## config.mk

```make
export PLATFORM = sky130hd
export DESIGN_NAME = idct_acc_round
export DESIGN_NICKNAME = d
export VERILOG_FILES = /design/src/rtl/idct_acc_pkg.sv /design/src/rtl/idct_acc_round_sat.sv /design/src/rtl/idct_acc_round.sv
export SDC_FILE = /design/constraint.sdc
export NUM_CORES = 1
export LEC_CHECK = 0
export ABC_CLOCK_PERIOD_IN_PS = 3320
export CORE_MARGIN = 2
export CORE_UTILIZATION = 35
export DETAILED_ROUTE_END_ITERATION = 8
export GPL_ROUTABILITY_DRIVEN = 0
export GPL_TIMING_DRIVEN = 0
export SYNTH_ARGS = -nofsm -noshare
export SYNTH_HDL_FRONTEND = slang
export SYNTH_SLANG_ARGS = --single-unit
```

## constraint.sdc

```tcl
create_clock -name clk -period 3.32 [get_ports clk]
set_input_delay 0.664 -clock clk [delete_from_list [all_inputs] [get_ports clk]]
set_output_delay 0.664 -clock clk [all_outputs]
set_load 0.005 [all_outputs]
```

## src/rtl/idct_acc_pkg.sv

```systemverilog
// Shared types and defaults for the IDCT accumulate/round block.
package idct_acc_pkg;

  typedef enum logic [1:0] {IDLE, ACCUM, WAIT} state_e;

  localparam int DEF_IN_WIDTH  = 32;
  localparam int DEF_ACC_TERMS = 8;
  localparam int DEF_SHIFT     = 8;
  localparam int DEF_OUT_WIDTH = 16;

  // Enough headroom to sum `terms` full-scale products without overflow.
  function automatic int acc_width(input int in_w, input int terms);
    return in_w + $clog2(terms);
  endfunction

endpackage

```

## src/rtl/idct_acc_round_sat.sv

```systemverilog
// Round-half-up, arithmetic shift and output reduction of one accumulated row.
// Saturation is enabled by defining IDCT_ACC_SAT_EN; otherwise the result wraps.
module idct_acc_round_sat
  import idct_acc_pkg::*;
#(
  parameter int ACC_W     = acc_width(DEF_IN_WIDTH, DEF_ACC_TERMS),
  parameter int SHIFT     = DEF_SHIFT,
  parameter int OUT_WIDTH = DEF_OUT_WIDTH
) (
  input  logic signed [ACC_W-1:0]     sum,
  output logic signed [OUT_WIDTH-1:0] y,
  output logic                        sat
);

  // One extra bit so adding the rounding constant cannot overflow.
  localparam int RW = ACC_W + 1;
  localparam logic signed [RW-1:0] HALF = RW'(1) <<< (SHIFT - 1);
  localparam logic signed [RW-1:0] MAXV = (RW'(1) <<< (OUT_WIDTH - 1)) - RW'(1);
  localparam logic signed [RW-1:0] MINV = -(RW'(1) <<< (OUT_WIDTH - 1));

  logic signed [RW-1:0] sum_x, rnd, sh;

  assign sum_x = {sum[ACC_W-1], sum};
  assign rnd   = sum_x + HALF;
  assign sh    = rnd >>> SHIFT;

`ifdef IDCT_ACC_SAT_EN
  always_comb begin
    y   = sh[OUT_WIDTH-1:0];
    sat = 1'b0;
    if (sh > MAXV) begin
      y   = MAXV[OUT_WIDTH-1:0];
      sat = 1'b1;
    end else if (sh < MINV) begin
      y   = MINV[OUT_WIDTH-1:0];
      sat = 1'b1;
    end
  end
`else
  logic unused_hi;
  assign unused_hi = ^{sh[RW-1:OUT_WIDTH], MAXV, MINV};
  assign y   = sh[OUT_WIDTH-1:0];
  assign sat = 1'b0;
`endif

endmodule

```

## src/rtl/idct_acc_round.sv

```systemverilog
// Accumulates ACC_TERMS signed products per row, then rounds/shifts into y_out.
// Optional clamping with sticky sat_flag when IDCT_ACC_SAT_EN is defined.
module idct_acc_round
  import idct_acc_pkg::*;
#(
  parameter int IN_WIDTH  = DEF_IN_WIDTH,
  parameter int ACC_TERMS = DEF_ACC_TERMS,
  parameter int SHIFT     = DEF_SHIFT,
  parameter int OUT_WIDTH = DEF_OUT_WIDTH
) (
  input  logic                        clk,
  input  logic                        rstN,
  input  logic                        clr,
  input  logic signed [IN_WIDTH-1:0]  p_in,
  input  logic                        p_valid,
  output logic                        p_ready,
  output logic signed [OUT_WIDTH-1:0] y_out,
  output logic                        y_valid,
  input  logic                        y_ready,
  output logic                        sat_flag
);

  localparam int ACC_W = acc_width(IN_WIDTH, ACC_TERMS);
  localparam int CNT_W = $clog2(ACC_TERMS);
  localparam logic [CNT_W-1:0] LAST = CNT_W'(ACC_TERMS - 1);

  state_e                      state;
  logic signed [ACC_W-1:0]     acc, sum;
  logic [CNT_W-1:0]            cnt, cnt_inc;
  logic signed [OUT_WIDTH-1:0] y_next;
  logic                        sat_next, accept, hold, last;

  assign p_ready = (state != WAIT);
  assign accept  = p_valid && p_ready;
  // Current result will still be pending after this edge.
  assign hold    = y_valid && !y_ready;
  assign last    = (cnt == LAST);
  assign cnt_inc = cnt + CNT_W'(1);
  assign sum     = acc + {{(ACC_W-IN_WIDTH){p_in[IN_WIDTH-1]}}, p_in};

  idct_acc_round_sat #(
    .ACC_W    (ACC_W),
    .SHIFT    (SHIFT),
    .OUT_WIDTH(OUT_WIDTH)
  ) u_rs (
    .sum(sum),
    .y  (y_next),
    .sat(sat_next)
  );

  always_ff @(posedge clk or negedge rstN) begin
    if (!rstN) begin
      state    <= IDLE;
      acc      <= '0;
      cnt      <= '0;
      y_out    <= '0;
      y_valid  <= 1'b0;
      sat_flag <= 1'b0;
    end else begin
      if (y_ready) y_valid <= 1'b0;
      if (clr) begin
        state    <= IDLE;
        acc      <= '0;
        cnt      <= '0;
        sat_flag <= 1'b0;
      end else begin
        case (state)
          IDLE, ACCUM: begin
            if (accept && last) begin
              // Final term: publish result and start the next row on this edge.
              state   <= IDLE;
              acc     <= '0;
              cnt     <= '0;
              y_out   <= y_next;
              y_valid <= 1'b1;
              if (sat_next) sat_flag <= 1'b1;
            end else if (accept) begin
              acc   <= sum;
              cnt   <= cnt_inc;
              // Stall before the final term if the previous result is still pending.
              state <= (cnt_inc == LAST && hold) ? WAIT : ACCUM;
            end else if (state == ACCUM && last && hold) begin
              state <= WAIT;
            end
          end
          WAIT:    if (!hold) state <= ACCUM;
          default: state <= IDLE;
        endcase
      end
    end
  end

endmodule

```

==> flow_summary.json <==
{
  "outcome": "completed",
  "grt_pass1_vias": 3508,
  "antenna_found_initial": 0,
  "vdd_drop_max_mv": 0.206,
  "syn_to_final_growth_pct": 36.4,
  "gr-total-overflow": 0,
  "path_class": "in -> reg",
  "pwr_density_cell_nw_per_um2": 424,
  "preCtsSetupSlack_ns": -0.845,
  "synth_edf_count": 0,
  "avgViaCountPerCell": 5.42,
  "clk_pin_slew_worst_paths_ns": 0.08,
  "final_cells": 654,
  "drc_errors": 0,
  "register_area_um2": 1150,
  "p_leak_nw": 2.18,
  "cp.arrival_ns": 3.42,
  "portBuffers": 46,
  "htreeDepth": 2,
  "hold_violations": 0,
  "nNetsFinal": 583,
  "crit_start": "p_in[0]",
  "drive_gt1_share_pct": 23.4,
  "final_area_um2": 5060,
  "die_width_um": 107,
  "grt_max_degree": 31,
  "min_path_type": "in -> async",
  "clockBufferDepth": 2,
  "die-area_um2": 11500,
  "path_cells": "buf_6 > ha_4 > inv_2 > fa_2 > nand2b_4 > a21o_4 > a2111oi_4 > o211ai_2 > buf_4 > o311a_1 > nor3_2 > nand3_1 > a31o_1",
  "numCtsBuffers": 5,
  "yosysWarnings": 0,
  "critPathLaunchType": "input pin",
  "slowest_delay_ns": 0.42,
  "final_max_slew_viol_count": 0,
  "synth_cell_types": 70,
  "cts_hold_buffers": 0,
  "cts_sinks": 46,
  "mappedNetlistArea_um2": 3710,
  "synth.yosys.seq_area_share_pct": 31.0,
  "root_buffer": "clkbuf_8",
  "initial_utilization_pct": 36.0,
  "max-slew-margin-rel_pct": 58.7,
  "setup_viol": 0,
  "max_cap_viol_count": 0,
  "io_pins": 56,
  "synth_flop_cell": "dfrtp_1",
  "dp_cells": 615,
  "worst_setup_path_end_kind": "flip-flop",
  "multi_input_area_um2": 2770,
  "drt_first_pass_iters": 4,
  "fin_crit_ns": 3.23,
  "synth_top_family_by_area": "compound AO/OA/AOI/OAI gates",
  "nFillCells": 973,
  "first_iter_violations": 120,
  "synthXorXnorAreaFrac_pct": 5.86,
  "rr_startpoint": "acc[0]",
  "via_count": 3546,
  "crit_slowest_cell": "a2111oi_4",
  "grt_use_total_pct": 18.5,
  "clock_skew_ns": 0.00393,
  "muxShareOfSynthArea_pct": 0.270,
  "critPathMaxFanout": 4,
  "avgRoutedWirePerCell_um": 16.3,
  "tritoncts": "yes",
  "core_area_um2": 10300,
  "dieHeight_um": 107,
  "ant_nets": 0,
  "fmaxAchievable_mhz": 310,
  "place_hpwl_um": 7860,
  "worst_pin_slew_ns": 0.617,
  "syn-num-nets": 497,
  "clock_latency_ns": 0.30,
  "synth-compound-area-share_pct": 26.4,
  "fin_ws_ns": 0.0911,
  "grt_pass1_wl_um": 16900,
  "wl_um": 10700,
  "n_antenna_cell": 0,
  "avgSynthCellArea_um2": 8.60,
  "place_area_um2": 4360,
  "fin_crit_sh_pct": 97.3,
  "row_count": 37,
  "async_flop_share_pct": 100,
  "tns_ns": 0,
  "ys_seq_elements": 46,
  "rsz0062_at_grt": "true",
  "syn-instance-count": 432,
  "synth_fa_ha_area_share_pct": 9.64,
  "crit_required_ns": 3.51,
  "synth_simple_gate_area_share_pct": 23.5,
  "whs_ns": 0.296
}
[power by group]
group | internal, mW | total [mW] | leakage (nW) | switching, mW
combinational | 0.528 | 1.17 | 1.51 | 0.638
clock | 0.146 | 0.336 | 0.0383 | 0.190
sequential | 0.605 | 0.644 | 0.626 | 0.0399
total | 1.28 | 2.15 | 2.18 | 0.868
[cells by family after synthesis]
group	count (synthesis)
and+or+nand+nor	171
AOI/OAI and AO/OA	132
DFF	46
buffers and inverters	29
adders and majority gates	28
xor gates and xnor gates	24
other	1
muxes	1
[state kept, by name (all words and copies together) (netlist names)]
| signal | flops |
|---|---|
| acc | 24 |
| y_out | 16 |
| cnt | 3 |
| state | 2 |
| y_valid | 1 |
[timing repair]
| action | 4_1_cts | 5_1_grt |
|---|---|---|
| buffers inserted | 12 | 24 |
| setup endpoints to repair | 12 | 10 |
| resized for setup | 34 | 62 |
| pin swaps | 20 | 31 |
[worst max-delay path: cells and delay by family]
family / cells / cell delay (ns)
AO/OA/AOI/OAI: 5 / 1.45
adder cells (fa/ha/maj): 2 / 0.50
buffers and inverters: 3 / 0.28
AND/OR/NAND/NOR: 3 / 0.51
[per-layer routing]
layer / share of wire [%] / global-route usage, %
met5: 0 / 0
met4: 1.1 / 5.01
met3: 3.0 / 2.19
met2: 47 / 30.3
met1: 49 / 25.8
[worst paths after layout]
check                                  to  slack (ns)  depth (start not counted)
min in group clk                  acc[22]        0.50                          2
worst min-delay path             state[1]        0.30                          1
worst min register to register    acc[22]        0.50                          2
worst max register to register  y_out[15]        0.10                         12
worst max-delay path            y_out[15]        0.09                         13
max in group asynchronous         acc[23]        2.52                          2
[cell usage after synthesis (5+ instances only)]
cell type,instances,area (um2)
nand4_1,5,31.3
xor2_1,10,87.6
o21ai_1,9,45.0
ha_1,27,338
a22o_1,15,131
inv_1,10,37.5
buf_2,5,25.0
o21ai_0,31,155
nand2b_1,9,56.3
dfrtp_1,46,1150
nand2_1,64,240
clkbuf_1,13,48.8
and2_1,6,37.5
nand3_1,14,70.1
xnor2_1,13,114
nor2b_1,8,50.1
a21o_1,6,45.0
nor2_1,31,116
nor3_1,10,50.1
a21oi_1,25,125
[final cells by class]
cell class              instances  area share, %
plain buffers                  15           1.93
clock buffers                   7           1.51
inverters                      10          0.741
multi-input cells             357           54.7
flip-flops and latches         46           22.7
well taps                     136           3.36
repair buffers                 83           15.0
[layout by cell type (no fill, tap or decap), types with 9 or more instances in the layout]
cell,instances
nand2_1,63
nand3_1,13
clkdlybuf4s50_1,35
xnor2_1,12
ha_1,18
a22o_1,15
dfrtp_1,46
inv_1,9
buf_4,36
clkbuf_1,11
a21oi_1,20
xor2_1,9
nor2_1,26
o21ai_0,29
[through the flow]
step	power [mW]	utilization [%]
after floorplan	1.30	-
after global placement	1.52	42.1
after detailed placement	1.53	42.2
after CTS	1.97	45.0
after global routing	2.28	49.1
final	2.15	49.1
Note: power is estimated with default switching activity, not from simulation.
